## src/rtl/xif_bus_arbiter_if.sv

```systemverilog
// xif_bus_arbiter_if
//  Bundles the shared peripheral CSR bus around the round-robin arbiter.
//  Master-side fields are packed per requester: master i owns the 32-bit slice
//  [32*i+:32] of addr/wdata/rdata, [4*i+:4] of be and bit i of req/we/ack/resp.
//  Modports:
//   arb    - the arbiter itself (requests in from masters, request out to slave)
//   master - the requesters (tile xif ports, udm)
//   slave  - the single CSR decode block
interface xif_bus_arbiter_if #(
  parameter int N_MASTERS = 2
);
  logic [N_MASTERS-1:0]    m_req_i;
  logic [N_MASTERS-1:0]    m_we_i;
  logic [N_MASTERS*32-1:0] m_addr_bi;
  logic [N_MASTERS*4-1:0]  m_be_bi;
  logic [N_MASTERS*32-1:0] m_wdata_bi;
  logic [N_MASTERS-1:0]    m_ack_o;
  logic [N_MASTERS-1:0]    m_resp_o;
  logic [N_MASTERS*32-1:0] m_rdata_bo;

  logic                    s_req_o;
  logic                    s_we_o;
  logic [31:0]             s_addr_bo;
  logic [3:0]              s_be_bo;
  logic [31:0]             s_wdata_bo;
  logic                    s_ack_i;
  logic                    s_resp_i;
  logic [31:0]             s_rdata_bi;

  modport arb (
    input  m_req_i, m_we_i, m_addr_bi, m_be_bi, m_wdata_bi,
    output m_ack_o, m_resp_o, m_rdata_bo,
    output s_req_o, s_we_o, s_addr_bo, s_be_bo, s_wdata_bo,
    input  s_ack_i, s_resp_i, s_rdata_bi
  );

  modport master (
    output m_req_i, m_we_i, m_addr_bi, m_be_bi, m_wdata_bi,
    input  m_ack_o, m_resp_o, m_rdata_bo
  );

  modport slave (
    input  s_req_o, s_we_o, s_addr_bo, s_be_bo, s_wdata_bo,
    output s_ack_i, s_resp_i, s_rdata_bi
  );
endinterface

```

## src/rtl/xif_bus_arbiter.sv

```systemverilog
// xif_bus_arbiter
//  Round-robin arbiter sharing one MemSplit32-style CSR bus between N_MASTERS
//  requesters. The granted master's request is passed through combinationally;
//  in-order read responses are steered back using a FIFO of requester ids.
//  Optional feature macro: XIF_ARB_WATCHDOG_EN (read-response watchdog, adds
//  RESP_TIMEOUT parameter and timeout_o port).
// Ports:
//  clk_i        clock
//  arst_n_i     asynchronous reset, active low
//  ifc          xif_bus_arbiter_if.arb: master request/ack/resp bundle + slave bus
//  rd_pending_o number of outstanding reads
//  resp_err_o   sticky: slave response arrived with no outstanding read
//  timeout_o    sticky: watchdog answered a stalled read (watchdog build only)
module xif_bus_arbiter #(
  parameter int N_MASTERS     = 2,
  parameter int RD_FIFO_DEPTH = 4
`ifdef XIF_ARB_WATCHDOG_EN
  , parameter int RESP_TIMEOUT = 1024
`endif
) (
  input  logic                           clk_i,
  input  logic                           arst_n_i,
  xif_bus_arbiter_if.arb                 ifc,
  output logic [$clog2(RD_FIFO_DEPTH):0] rd_pending_o,
  output logic                           resp_err_o
`ifdef XIF_ARB_WATCHDOG_EN
  , output logic                         timeout_o
`endif
);
  localparam int IDW = (N_MASTERS > 1) ? $clog2(N_MASTERS) : 1;
  localparam int AW  = $clog2(RD_FIFO_DEPTH);
  localparam int PW  = AW + 1;

  logic [IDW-1:0] r_rr;
  logic           r_lock;
  logic [IDW-1:0] r_lock_id;
  logic [IDW-1:0] r_fifo [RD_FIFO_DEPTH];
  logic [AW-1:0]  r_wptr;
  logic [AW-1:0]  r_rptr;
  logic [PW-1:0]  r_count;
  logic           r_err;

  logic           w_gnt_vld;
  logic [IDW-1:0] w_gnt_id;
  logic [IDW-1:0] w_head;
  logic           w_full;
  logic           w_empty;
  logic           w_acc;
  logic           w_push;
  logic           w_pop;
  logic [31:0]    w_pop_data;

  assign w_full  = (r_count == PW'(RD_FIFO_DEPTH));
  assign w_empty = (r_count == '0);
  assign w_head  = r_fifo[r_rptr];

  // Scan from the highest offset down so the lowest offset from r_rr wins.
  // A locked grant is kept as-is; it was eligible when it was first issued.
  always_comb begin
    int idx;
    idx       = 0;
    w_gnt_vld = 1'b0;
    w_gnt_id  = '0;
    if (r_lock) begin
      w_gnt_vld = 1'b1;
      w_gnt_id  = r_lock_id;
    end else begin
      for (int k = N_MASTERS - 1; k >= 0; k--) begin
        idx = (int'(r_rr) + k) % N_MASTERS;
        if (ifc.m_req_i[idx] && (ifc.m_we_i[idx] || !w_full)) begin
          w_gnt_vld = 1'b1;
          w_gnt_id  = IDW'(idx);
        end
      end
    end
  end

  assign w_acc  = w_gnt_vld & ifc.s_ack_i;
  assign w_push = w_acc & ~ifc.m_we_i[w_gnt_id];

`ifdef XIF_ARB_WATCHDOG_EN
  localparam int WDW = $clog2(RESP_TIMEOUT) + 1;

  logic [WDW-1:0] r_wd_cnt;
  logic           r_timeout;
  logic           w_wd_fire;

  // Down-counter reloads whenever nothing is waiting or the head is retired,
  // so each head entry gets a full RESP_TIMEOUT cycles.
  assign w_wd_fire  = ~w_empty & ~ifc.s_resp_i & (r_wd_cnt == '0);
  assign w_pop      = (ifc.s_resp_i & ~w_empty) | w_wd_fire;
  assign w_pop_data = ifc.s_resp_i ? ifc.s_rdata_bi : 32'hDEADBEEF;
  assign timeout_o  = r_timeout;

  always_ff @(posedge clk_i or negedge arst_n_i) begin
    if (!arst_n_i) begin
      r_wd_cnt  <= WDW'(RESP_TIMEOUT - 1);
      r_timeout <= 1'b0;
    end else begin
      if (w_empty || w_pop) r_wd_cnt <= WDW'(RESP_TIMEOUT - 1);
      else                  r_wd_cnt <= r_wd_cnt - 1'b1;
      if (w_wd_fire)        r_timeout <= 1'b1;
    end
  end
`else
  assign w_pop      = ifc.s_resp_i & ~w_empty;
  assign w_pop_data = ifc.s_rdata_bi;
`endif

  always_comb begin
    ifc.s_req_o    = 1'b0;
    ifc.s_we_o     = 1'b0;
    ifc.s_addr_bo  = '0;
    ifc.s_be_bo    = '0;
    ifc.s_wdata_bo = '0;
    ifc.m_ack_o    = '0;
    if (w_gnt_vld) begin
      ifc.s_req_o    = 1'b1;
      ifc.s_we_o     = ifc.m_we_i[w_gnt_id];
      ifc.s_addr_bo  = ifc.m_addr_bi[32*int'(w_gnt_id) +: 32];
      ifc.s_be_bo    = ifc.m_be_bi[4*int'(w_gnt_id) +: 4];
      ifc.s_wdata_bo = ifc.m_wdata_bi[32*int'(w_gnt_id) +: 32];
      ifc.m_ack_o[w_gnt_id] = ifc.s_ack_i;
    end
  end

  always_comb begin
    ifc.m_resp_o   = '0;
    ifc.m_rdata_bo = '0;
    if (w_pop) begin
      ifc.m_resp_o[w_head]                   = 1'b1;
      ifc.m_rdata_bo[32*int'(w_head) +: 32] = w_pop_data;
    end
  end

  assign rd_pending_o = r_count;
  assign resp_err_o   = r_err;

  always_ff @(posedge clk_i or negedge arst_n_i) begin
    if (!arst_n_i) begin
      r_rr      <= '0;
      r_lock    <= 1'b0;
      r_lock_id <= '0;
      r_wptr    <= '0;
      r_rptr    <= '0;
      r_count   <= '0;
      r_err     <= 1'b0;
      for (int i = 0; i < RD_FIFO_DEPTH; i++) r_fifo[i] <= '0;
    end else begin
      r_lock <= w_gnt_vld & ~ifc.s_ack_i;
      if (w_gnt_vld) r_lock_id <= w_gnt_id;
      if (w_acc)     r_rr <= IDW'((int'(w_gnt_id) + 1) % N_MASTERS);
      if (w_push) begin
        r_fifo[r_wptr] <= w_gnt_id;
        r_wptr         <= r_wptr + 1'b1;
      end
      if (w_pop)               r_rptr  <= r_rptr + 1'b1;
      if (w_push && !w_pop)    r_count <= r_count + 1'b1;
      else if (!w_push && w_pop) r_count <= r_count - 1'b1;
      if (ifc.s_resp_i && w_empty) r_err <= 1'b1;
    end
  end
endmodule
```

## src/flat_wrapper.sv

```systemverilog
// flat-port wrapper written by rule: the top's interface ports become plain ports
module xif_bus_arbiter_flat 
#(
  parameter int N_MASTERS     = 2,
  parameter int RD_FIFO_DEPTH = 4

)
  (clk_i, arst_n_i, rd_pending_o, resp_err_o, ifc_m_req_i, ifc_m_we_i, ifc_m_addr_bi, ifc_m_be_bi, ifc_m_wdata_bi, ifc_m_ack_o, ifc_m_resp_o, ifc_m_rdata_bo, ifc_s_req_o, ifc_s_we_o, ifc_s_addr_bo, ifc_s_be_bo, ifc_s_wdata_bo, ifc_s_ack_i, ifc_s_resp_i, ifc_s_rdata_bi);
  xif_bus_arbiter_if #(.N_MASTERS(N_MASTERS)) ifc_i ();
  input  logic clk_i;
  input  logic arst_n_i;
  output logic [$clog2(RD_FIFO_DEPTH):0] rd_pending_o;
  output logic resp_err_o;
  input wire logic [$bits(ifc_i.m_req_i)-1:0] ifc_m_req_i;
  input wire logic [$bits(ifc_i.m_we_i)-1:0] ifc_m_we_i;
  input wire logic [$bits(ifc_i.m_addr_bi)-1:0] ifc_m_addr_bi;
  input wire logic [$bits(ifc_i.m_be_bi)-1:0] ifc_m_be_bi;
  input wire logic [$bits(ifc_i.m_wdata_bi)-1:0] ifc_m_wdata_bi;
  output wire logic [$bits(ifc_i.m_ack_o)-1:0] ifc_m_ack_o;
  output wire logic [$bits(ifc_i.m_resp_o)-1:0] ifc_m_resp_o;
  output wire logic [$bits(ifc_i.m_rdata_bo)-1:0] ifc_m_rdata_bo;
  output wire logic [$bits(ifc_i.s_req_o)-1:0] ifc_s_req_o;
  output wire logic [$bits(ifc_i.s_we_o)-1:0] ifc_s_we_o;
  output wire logic [$bits(ifc_i.s_addr_bo)-1:0] ifc_s_addr_bo;
  output wire logic [$bits(ifc_i.s_be_bo)-1:0] ifc_s_be_bo;
  output wire logic [$bits(ifc_i.s_wdata_bo)-1:0] ifc_s_wdata_bo;
  input wire logic [$bits(ifc_i.s_ack_i)-1:0] ifc_s_ack_i;
  input wire logic [$bits(ifc_i.s_resp_i)-1:0] ifc_s_resp_i;
  input wire logic [$bits(ifc_i.s_rdata_bi)-1:0] ifc_s_rdata_bi;
  assign ifc_i.m_req_i = ifc_m_req_i;
  assign ifc_i.m_we_i = ifc_m_we_i;
  assign ifc_i.m_addr_bi = ifc_m_addr_bi;
  assign ifc_i.m_be_bi = ifc_m_be_bi;
  assign ifc_i.m_wdata_bi = ifc_m_wdata_bi;
  assign ifc_m_ack_o = ifc_i.m_ack_o;
  assign ifc_m_resp_o = ifc_i.m_resp_o;
  assign ifc_m_rdata_bo = ifc_i.m_rdata_bo;
  assign ifc_s_req_o = ifc_i.s_req_o;
  assign ifc_s_we_o = ifc_i.s_we_o;
  assign ifc_s_addr_bo = ifc_i.s_addr_bo;
  assign ifc_s_be_bo = ifc_i.s_be_bo;
  assign ifc_s_wdata_bo = ifc_i.s_wdata_bo;
  assign ifc_i.s_ack_i = ifc_s_ack_i;
  assign ifc_i.s_resp_i = ifc_s_resp_i;
  assign ifc_i.s_rdata_bi = ifc_s_rdata_bi;
  xif_bus_arbiter #(.N_MASTERS(N_MASTERS), .RD_FIFO_DEPTH(RD_FIFO_DEPTH)) u_core (.clk_i(clk_i), .arst_n_i(arst_n_i), .ifc(ifc_i), .rd_pending_o(rd_pending_o), .resp_err_o(resp_err_o));
endmodule
```

## config.mk

```make
export PLATFORM = sky130hd
export DESIGN_NAME = xif_bus_arbiter_flat
export DESIGN_NICKNAME = d
export VERILOG_FILES = /design/src/rtl/xif_bus_arbiter_if.sv /design/src/rtl/xif_bus_arbiter.sv /design/src/flat_wrapper.sv
export SDC_FILE = /design/constraint.sdc
export NUM_CORES = 1
export LEC_CHECK = 0
export ABC_AREA = 1
export CORE_AREA = 2 2 124 126
export CTS_BUF_LIST = sky130_fd_sc_hd__clkbuf_2 sky130_fd_sc_hd__clkbuf_4 sky130_fd_sc_hd__clkbuf_8
export CTS_CLUSTER_DIAMETER = 150
export CTS_CLUSTER_SIZE = 40
export DETAILED_ROUTE_END_ITERATION = 8
export DIE_AREA = 0 0 126 128
export PLACE_DENSITY = 0.69
export SYNTH_ARGS = -nofsm -noshare
export SYNTH_HDL_FRONTEND = slang
export SYNTH_SLANG_ARGS = --single-unit
```

## constraint.sdc

```tcl
create_clock -name clk_i -period 2.5 [get_ports clk_i]
set_clock_uncertainty 0.15 [all_clocks]
set_input_delay 0.25 -clock clk_i [delete_from_list [all_inputs] [get_ports clk_i]]
set_output_delay 0.25 -clock clk_i [all_outputs]
set_load 0.005 [all_outputs]
```

==> results.py <==
metrics = {
    "status": {
        "outcome": "complete, but fails checks",
        "violations": "negative setup slack",
    },
    "final_layout": {
        "num-nets-final": 1045,
        "final_cells": 1050,
        "final_util_pct": 50.0,
        "drive_gt1_share_pct": 35.7,
        "design_area_mm2": 0.00743,
        "antenna_cells_inserted": 0,
        "area_growth_pct": 218,
    },
    "clock_network": {
        "cts_made_buffers": 3,
        "hold_buffers": 0,
        "clock_latency_ns": 0.26,
        "clock_sinks": 15,
        "cts.path.max_buffers": 2,
        "cts_tree": "done",
        "h-tree-depth": 1,
        "cts_root_buffer": "clkbuf_8",
        "cts.clk_slew.worst_paths_ns": 0.07,
    },
    "floorplan": {
        "core_mm2": 0.0149,
        "die-area_mm2": 0.0161,
        "die_w_um": 126,
        "io_pins": 318,
        "rows": 45,
        "start_util_pct": 15.7,
        "die_y_um": 128,
    },
    "route": {
        "drtIter0Drc": 104,
        "vias_per_cell": 4.33,
        "wl_per_cell_um": 15.6,
        "routed_wl_um": 16300,
        "drcViolationCount": 0,
        "first_pass_iters": 4,
        "vias": 4549,
        "ant_nets": 0,
    },
    "setup_path": {
        "critPathRequiredTime_ns": 2.10,
        "rr_endpoint": "u_core.rd_pending_o[2]$_DFFE_PN0P_",
        "worstSetupPathType": "reg -> out",
        "cp.arrival_ns": 2.29,
        "startpoint": "u_core.rd_pending_o[1]$_DFFE_PN0P_",
        "crit_end": "ifc_s_be_bo[3]",
        "cp-start-kind": "register",
        "ff2ff_setup_slack_ns": -0.18,
        "path_max_fanout": 5,
        "r2r_start": "u_core.rd_pending_o[1]$_DFFE_PN0P_",
        "reg2reg_depth": 18,
        "end_kind": "output pin",
    },
    "timing": {
        "worstMarginPinSlew_ns": 0.718,
        "period_share_pct": 108,
        "rsz0062_at_grt": "true",
        "slew_viol_final": 0,
        "fin_ws_ns": -0.193,
        "setup_viol": 60,
        "maxSlewHeadroom_pct": 52.0,
        "min_period_ns": 2.69,
        "fmax_mhz": 371,
        "finalHoldViolCount": 0,
        "tns_ns": -5.30,
    },
    "logic_synthesis": {
        "syn_inst": 452,
        "synth_top_area_share_pct": 33.5,
        "yosysTopAreaCell": "nor2_1",
        "syn-num-nets": 634,
        "synth-seq-cells": 15,
        "synth_commonest_cells": "nor2_1, o21ai_0, inv_1",
        "syn_area_mm2": 0.00234,
        "synth_mux_area_share_pct": 0,
        "synthArstFlopShare_pct": 100,
        "synth_cell_types": 25,
        "synth_edf_count": 0,
        "synth_top_family_by_area": "simple AND/OR/NAND/NOR gates",
        "synth_fa_ha_area_share_pct": 3.53,
        "synth-xor-area-share_pct": 1.50,
        "synth_compound_area_share_pct": 17.1,
        "yosysMostFrequentCell": "nor2_1",
        "synth_simple_gate_area_share_pct": 45.2,
        "ys.flop_type": "dfrtp_1",
        "synth_seq_area_share_pct": 16.0,
        "ys.warnings.count": 0,
        "synth_area_leaders": "nor2_1, dfrtp_1, o21ai_0, inv_1, nand2_1",
        "avgSynthCellArea_um2": 5.18,
    },
    "global_route": {
        "grt_pass1_vias": 4355,
        "antenna_found_initial": 0,
        "track_usage_pct": 17.3,
        "grt_max_degree": 24,
        "grt_pass1_wl_um": 22600,
        "grt-ovfl-total": 0,
    },
    "pwr": {
        "max-vdd-ir-drop_v": 0.000534,
        "leakagePower_uw": 0.00425,
        "power_density_mw_per_mm2": 1100,
    },
    "placement": {
        "place_inst": 968,
        "port_buffers": 317,
        "placed_area_mm2": 0.00593,
        "dpl_worst_slack_ns": -0.447,
        "dp_hpwl_um": 10200,
        "place_congestion": 0.840,
    },
    "job": {
        "drv_cap": 0,
    },
    "min_path": {
        "hold_class": "in -> async",
    },
}
[report_power, final]
part           internal, uW  switching (uW)  leakage, uW
Combinational          4120            3410      0.00405
Sequential              363             108     0.000177
Clock                   112             103    0.0000217
[timing repair]
action / CTS / global route
setup endpoints to repair: 137 / 136
setup buffers: 39 / 23
hold endpoints to repair: 0 / 0
gates resized for setup: 246 / 315
pin swaps: 18 / 64
gates cloned: 13 / 9
[cell type report]
class | count | area (um2)
multi-input cells | 355 | 2100
clock buffers | 3 | 41.3
fillers | 1390 | 7430
inverters | 56 | 238
well taps | 188 | 235
repair buffers | 431 | 4430
flip-flops and latches | 15 | 377
repair inverters | 1 | 8.76
clock inverters | 1 | 7.51
[kinds of logic (layout without fill, tap and decap cells)]
logic type	Yosys count	count (layout)
simple gates	265	266
buf+inv	83	492
compound gates	79	79
flops	15	15
fa+ha+maj	6	6
xor+xnor	4	4
[worst min path at each step]
stage	depth (start not counted)	end	slack, ns	start
finish	1	u_core.rd_pending_o[1]$_DFFE_PN0P_	0.27	arst_n_i
global route	1	u_core.rd_pending_o[1]$_DFFE_PN0P_	0.34	arst_n_i
CTS	1	u_core.r_wptr[0]$_DFFE_PN0P_	0.31	arst_n_i
detailed placement	1	u_core.resp_err_o$_DFFE_PN0P_	0.31	u_core.resp_err_o$_DFFE_PN0P_
global placement	1	u_core.resp_err_o$_DFFE_PN0P_	0.31	u_core.resp_err_o$_DFFE_PN0P_
floorplan	0	u_core.r_fifo[0]$_DFFE_PN0P_	-0.20	arst_n_i
[per-layer routing]
layer	vias up	wire length (um)	global-route usage (%)
met5	-	0	0
met2	226	8740	32.9
li1	2216	-	-
met4	0	295	4.59
met3	26	1210	3.96
met1	2081	6100	19.2
[placed cells by master (no fill, tap or decap), types with 3 or more instances in the layout]
cell type | netlist | routed
o21ai_1 | 1 | 17
nor2_1 | 209 | 155
nand2_2 | 4 | 5
dlygate4sd2_1 | 0 | 9
buf_8 | 0 | 7
xor2_1 | 3 | 3
dfrtp_1 | 15 | 14
o21ai_2 | 0 | 37
clkbuf_8 | 0 | 3
ha_1 | 5 | 4
clkdlybuf4s50_1 | 0 | 190
inv_1 | 52 | 46
nor2_4 | 0 | 20
o21ai_4 | 0 | 4
o21ai_0 | 71 | 14
buf_6 | 7 | 17
nand2_1 | 36 | 32
nor2_2 | 1 | 35
buf_2 | 13 | 51
clkbuf_2 | 0 | 11
clkbuf_16 | 0 | 8
nand4_1 | 8 | 8
inv_2 | 3 | 5
dlymetal6s2s_1 | 0 | 54
buf_16 | 0 | 8
buf_4 | 1 | 61
buf_12 | 0 | 11
nand2_4 | 1 | 3
[registers in the layout, summed over array words and instances (netlist names)]
signal	count
u_core.r_lock	1
u_core.r_rptr	2
u_core.r_wptr	2
u_core.r_rr	1
u_core.r_fifo	4
u_core.resp_err_o	1
u_core.rd_pending_o	3
u_core.r_lock_id	1
[metrics by stage]
step                      power, uW  hold WS [ns]
after detailed placement       5720         0.308
after global placement         5720         0.306
after global routing           8790         0.339
after floorplan                2570        -0.196
final                          8210         0.265
after CTS                      7160         0.308
[worst max-delay path, cell delays in order, from the launching register on]
cell	delay [ns]
dfrtp_1	0.42
inv_2	0.09
nand2_2	0.08
nor2_2	0.14
nand2_2	0.10
nand2_2	0.09
nand3_2	0.10
nand2_4	0.10
nand2_8	0.08
buf_12	0.16
inv_12	0.07
buf_12	0.10
buf_8	0.10
buf_16	0.12
nor2_2	0.04
nor2_1	0.11
buf_2	0.14
Power figures use the tool's default switching activity.
